==> src/rtl/model_offset_ctrl.sv <==
// Per-model X/Y/Z offset controller: tick-paced jog moves plus a three-state snapshot FSM.
// Optional saturation of X/Z at +/-LIMIT is enabled by defining MODEL_OFFSET_CLAMP_EN.
`timescale 1ns/1ps
module model_offset_ctrl #(
  parameter  int NUM_MODELS = 2,
  parameter  int FIXED_W    = 32,
  parameter  int FRAC_BITS  = 16,
  parameter  int TICK_BITS  = 21,
  parameter  int Y_INIT     = 11,
  parameter  int LIMIT      = 64,
  localparam int SEL_W      = (NUM_MODELS > 1) ? $clog2(NUM_MODELS) : 1,
  localparam int OUT_W      = 3 * FIXED_W * NUM_MODELS
) (
  input  logic             clk,
  input  logic             reset,
  input  logic             up,
  input  logic             down,
  input  logic             left,
  input  logic             right,
  input  logic [SEL_W-1:0] sel,
  input  logic             strobe,
  output logic [OUT_W-1:0] offset,
  output logic [OUT_W-1:0] snap_offset,
  output logic             busy,
  output logic             valid
);

  localparam logic [FIXED_W-1:0] ONE_FX = FIXED_W'(1) << FRAC_BITS;
  localparam logic [FIXED_W-1:0] Y_FX   = FIXED_W'(Y_INIT) << FRAC_BITS;
  localparam logic signed [FIXED_W:0] LIM_P = (FIXED_W+1)'(LIMIT) << FRAC_BITS;
  localparam logic signed [FIXED_W:0] LIM_N = -LIM_P;
`ifdef MODEL_OFFSET_CLAMP_EN
  localparam bit CLAMP_EN = 1'b1;
`else
  localparam bit CLAMP_EN = 1'b0;
`endif

  typedef enum logic [1:0] {
    IDLE    = 2'd0,
    CAPTURE = 2'd1,
    DONE    = 2'd2
  } state_e;

  // One jog step on one axis; inc wins over dec. The sum is kept one bit wider so the
  // saturating build can see an overflow before truncation.
  function automatic logic [FIXED_W-1:0] step_axis(input logic [FIXED_W-1:0] v,
                                                   input logic inc, input logic dec);
    logic [FIXED_W-1:0]      delta;
    logic signed [FIXED_W:0] sum;
    logic [FIXED_W-1:0]      res;
    if (inc)      delta = ONE_FX;
    else if (dec) delta = -ONE_FX;
    else          delta = '0;
    sum = $signed({v[FIXED_W-1], v}) + $signed({delta[FIXED_W-1], delta});
    if (CLAMP_EN && (sum > LIM_P))      res = LIM_P[FIXED_W-1:0];
    else if (CLAMP_EN && (sum < LIM_N)) res = LIM_N[FIXED_W-1:0];
    else                                res = sum[FIXED_W-1:0];
    return res;
  endfunction

  logic [TICK_BITS-1:0] cnt_q, cnt_d;
  logic                 tick_s;
  logic [FIXED_W-1:0]   x_q [NUM_MODELS];
  logic [FIXED_W-1:0]   x_d [NUM_MODELS];
  logic [FIXED_W-1:0]   z_q [NUM_MODELS];
  logic [FIXED_W-1:0]   z_d [NUM_MODELS];
  logic [FIXED_W-1:0]   snap_x_q [NUM_MODELS];
  logic [FIXED_W-1:0]   snap_x_d [NUM_MODELS];
  logic [FIXED_W-1:0]   snap_z_q [NUM_MODELS];
  logic [FIXED_W-1:0]   snap_z_d [NUM_MODELS];
  state_e               state_q, state_d;
  logic                 busy_q, busy_d;
  logic                 valid_q, valid_d;

  // Free-running tick divider and per-model jog update.
  always_comb begin
    cnt_d  = cnt_q + TICK_BITS'(1);
    tick_s = &cnt_q;
    for (int m = 0; m < NUM_MODELS; m++) begin
      x_d[m] = x_q[m];
      z_d[m] = z_q[m];
      if (tick_s && (int'(sel) < NUM_MODELS) && (int'(sel) == m)) begin
        x_d[m] = step_axis(x_q[m], left, right);
        z_d[m] = step_axis(z_q[m], up, down);
      end else begin
        x_d[m] = x_q[m];
        z_d[m] = z_q[m];
      end
    end
  end

  // Snapshot FSM; CAPTURE samples the registered offsets, so a concurrent tick is excluded.
  always_comb begin
    state_d = state_q;
    for (int m = 0; m < NUM_MODELS; m++) begin
      snap_x_d[m] = snap_x_q[m];
      snap_z_d[m] = snap_z_q[m];
    end
    case (state_q)
      IDLE: begin
        if (strobe) state_d = CAPTURE;
        else        state_d = IDLE;
      end
      CAPTURE: begin
        state_d = DONE;
        for (int m = 0; m < NUM_MODELS; m++) begin
          snap_x_d[m] = x_q[m];
          snap_z_d[m] = z_q[m];
        end
      end
      DONE:    state_d = IDLE;
      default: state_d = IDLE;
    endcase
    busy_d  = (state_d != IDLE);
    valid_d = (state_d == DONE);
  end

  // State registers.
  always_ff @(posedge clk or posedge reset) begin
    if (reset) begin
      cnt_q   <= '0;
      state_q <= IDLE;
      busy_q  <= 1'b0;
      valid_q <= 1'b0;
      for (int m = 0; m < NUM_MODELS; m++) begin
        x_q[m]      <= '0;
        z_q[m]      <= '0;
        snap_x_q[m] <= '0;
        snap_z_q[m] <= '0;
      end
    end else begin
      cnt_q   <= cnt_d;
      state_q <= state_d;
      busy_q  <= busy_d;
      valid_q <= valid_d;
      for (int m = 0; m < NUM_MODELS; m++) begin
        x_q[m]      <= x_d[m];
        z_q[m]      <= z_d[m];
        snap_x_q[m] <= snap_x_d[m];
        snap_z_q[m] <= snap_z_d[m];
      end
    end
  end

  // Pack X,Y,Z per model; Y never moves so it is a constant field.
  always_comb begin
    offset      = '0;
    snap_offset = '0;
    for (int m = 0; m < NUM_MODELS; m++) begin
      offset[m*3*FIXED_W +: FIXED_W]                 = x_q[m];
      offset[m*3*FIXED_W + FIXED_W +: FIXED_W]       = Y_FX;
      offset[m*3*FIXED_W + 2*FIXED_W +: FIXED_W]     = z_q[m];
      snap_offset[m*3*FIXED_W +: FIXED_W]             = snap_x_q[m];
      snap_offset[m*3*FIXED_W + FIXED_W +: FIXED_W]   = Y_FX;
      snap_offset[m*3*FIXED_W + 2*FIXED_W +: FIXED_W] = snap_z_q[m];
    end
  end

  assign busy  = busy_q;
  assign valid = valid_q;

endmodule

==> config.mk <==
export PLATFORM = sky130hd
export DESIGN_NAME = model_offset_ctrl
export DESIGN_NICKNAME = d
export VERILOG_FILES = /design/src/rtl/model_offset_ctrl.sv
export SDC_FILE = /design/constraint.sdc
export NUM_CORES = 1
export LEC_CHECK = 0
export BUFFER_PORTS_ARGS = -buffer_cell sky130_fd_sc_hd__buf_2
export CAP_MARGIN = 20
export CORE_AREA = 2 2 154 156
export DETAILED_ROUTE_END_ITERATION = 10
export DIE_AREA = 0 0 156 158
export MAX_ROUTING_LAYER = met4
export PLACE_DENSITY = 0.74
export SETUP_SLACK_MARGIN = 0.5
export SYNTH_ARGS = -nofsm -noshare
export SYNTH_HDL_FRONTEND = slang
export SYNTH_SLANG_ARGS = --single-unit
==> constraint.sdc <==
create_clock -name clk -period 4.5 [get_ports clk]
set_input_delay 0.45 -clock clk [delete_from_list [all_inputs] [get_ports clk]]
set_output_delay 0.45 -clock clk [all_outputs]
set_load 0.1 [all_outputs]
==> reports/metrics.cfg <==
[clock_tree]
cts_resized = 0
post_cts_buffers = 0
clk_pin_slew_ns = 0.06
clkLatencyLatePin_ns = 0.43
cts_buffers = 17
cts_tree = yes
cts-hold-fix-buffers = 0
ctsLongestPathBuffers = 2
clock_sinks = 153
clock-root-buffer = clkbuf_16
h-tree-depth = 4

[placement]
gp_congestion = 0.879
place_area_um2 = 9520
dp_hpwl_mm = 14.7
io_buffers = 137

[grt]
track_usage_pct = 17.5
grt_pass1_wl_mm = 33.3
grt_overflow_total = 0
grt_pass1_vias = 6322
grt_start_max_net_pins = 154
grt_antenna_before_repair = 1

[worst_setup_path]
critPathMaxStageDelay_ns = 0.62
cp-endpoint = offset[190]
crit_fanout = 27
setup.worst_path.start = up
arrival_ns = 3.14
worst-path-stages = 11
required_ns = 4.85
crit_slowest_cell = nand2b_1
r2r-end = offset[88]
startpoint_type = primary input
cp_cell_sequence = buf_2, nand2b_1, nand2_1, nand2_1, ha_1, nor3_1, a21oi_1, a2bb2oi_1, nand4b_1, a21oi_1, xor2_1
timing.rr.start = cnt_q[0]
rrSetupSlack_ns = 1.78
critPathKind = in2reg
crit_family = simple AND/OR/NAND/NOR gates
crit_buf_inv = 1
ff2ff_path_depth = 7
endpoint_kind = flop

[power_and_ir_drop]
switchingPower_w = 0.00171
switching_share_pct = 40.7
power_per_cell_area_nw_per_um2 = 412
power_frac_comb_pct = 27.3
pwr-share-seq_pct = 33.2
ir_drop_mv = 0.188
p_leak_nw = 5.68
pwr-share-clk_pct = 39.5
power.internal_w = 0.00249

[routing]
first_pass_iters = 6
wire_per_inst_um = 13.9
wl_mm = 21.4
ant_nets = 0
drcViolationCount = 0
vias = 7241
viasPerCell = 4.69
drtIter0Drc = 776

[timing]
rsz0062_at_grt = false
relSlewSlack_pct = 30.6
fin_tns_setup_ns = 0
fin_crit_sh_pct = 62.1
clock_skew_ns = 0.0145
hold_viol = 0
setup_viol = 0
post-route-min-period_ns = 2.79
worst_pin_slew_ns = 1.04
fmax_mhz = 358
finalMaxSlewViolations = 0

[min_path]
min_path_type = in2async

[floorplanning]
io_pins = 394
coreArea_um2 = 23100
row_count = 56
die_w_um = 156
start_util_pct = 41.8
die_h_um = 158
dieArea_um2 = 24600

[synth]
ys_seq_area_share_pct = 39.7
synth_cell_types = 49
syn_area_per_cell_um2 = 8.43
ys.flop_type = dfrtp_1
syn_inst = 1144
synth.cell_area_um2 = 9640
async_flop_share_pct = 100
ys_warn_count = 0
synth_seq_cells = 153
synth_edf_count = 0

[final_layout]
drive_gt1_share_pct = 14.7
syn_to_final_growth_pct = 5.83
final_cell_area_um2 = 10200
nets = 1257
final_cell_mix = 272 x nand2_1, 256 x conb_1, 153 x dfrtp_1, 137 x buf_2, 52 x nor2_1
fillers = 2272
layout_commonest_cell = nand2_1

[flow_run]
cap_viol_max_count = 0

[status]
status = completed

## cell usage after synthesis (5+ instances only)
library cell  number  area [um2]
a21oi_1           34         170
and3_1            13        81.3
buf_1              6        22.5
buf_2             12        60.1
buf_4            257        1930
clkbuf_1          45         169
dfrtp_1          153        3830
ha_1               9         113
inv_1              8        30.0
mux2i_1           10         100
nand2_1          272        1020
nand2b_1           5        31.3
nand3_1           39         195
nand4_1           23         144
nor2_1            52         195
nor3_1            18        90.1
nor4_1            23         144
o21ai_0           14        70.1
or3_1              8        50.1
xnor2_1           51         447
xor2_1            35         307
## cells by family after synthesis
group | after synthesis | share of synthesized area, %
xor gates and xnor gates | 86 | 7.81
muxes | 10 | 1.04
and+or+nand+nor | 484 | 23.0
other | 2 | 0.0779
DFF | 153 | 39.7
AOI/OAI and AO/OA | 71 | 4.23
buffers and inverters | 329 | 23.0
adders and majority gates | 9 | 1.17
## flip-flops by register name, summed over array words and instances (netlist names)
register and cells:
offset 64, snap_offset 64, cnt_q 21, state_q 2, busy 1, valid 1
## power groups by stage
stage	registers, W	clock network [W]	logic (W)
CTS	0.00139	0.00170	0.00115
detailed placement	0.00142	0	0.00115
global route	0.00139	0.00175	0.00119
global placement	0.00142	0	0.00114
floorplan	0.00148	0	0.00120
finish	0.00139	0.00166	0.00115
## worst min-delay path, delay by kind of cell
family,cells,cell delay [ns]
buffers and inverters,3,0.78
## metal layers
layer  up-vias  track usage, %  wire [um]
li1       3405               -          -
met1      3442            22.8       9270
met2       368            27.5      10400
met3        26            3.37       1510
met4         0            5.77        263
met5         -               -          0
## how the worst min path moves through the flow
stage                from         endpoint  slack (ns)  cells past startpoint
3_5_place_dp   state_q[1]       state_q[0]        0.44                      1
5_1_grt            strobe       state_q[0]        0.29                      2
2_1_floorplan  state_q[1]             busy        0.42                      1
6_report            reset  snap_offset[90]        0.29                      3
4_1_cts            strobe       state_q[0]        0.29                      2
3_3_place_gp   state_q[1]       state_q[0]        0.43                      1
## stage by stage
step	utilization [%]	hold slack, ns	setup slack (ns)	std cells	total power (W)
2_1_floorplan	-	0.417	1.60	1398	0.00268
3_3_place_gp	41.3	0.431	1.43	1511	0.00256
3_5_place_dp	41.3	0.443	1.33	1511	0.00256
4_1_cts	44.2	0.288	1.77	1542	0.00424
5_1_grt	44.3	0.289	1.53	1543	0.00433
6_report	44.3	0.295	1.71	1543	0.00420
## layout make-up
| cell class | count | area [um2] | share of cell area, % |
|---|---|---|---|
| Tap cell | 290 | 363 | 3.56 |
| Timing Repair Buffer | 143 | 743 | 7.29 |
| Clock inverter | 11 | 218 | 2.13 |
| Inverter | 9 | 37.5 | 0.368 |
| Multi-Input combinational cell | 916 | 4550 | 44.6 |
| Antenna cell | 1 | 2.50 | 0.0245 |
| Sequential cell | 153 | 3830 | 37.5 |
| Clock buffer | 20 | 457 | 4.48 |
Note: power is estimated with default switching activity, not from simulation.
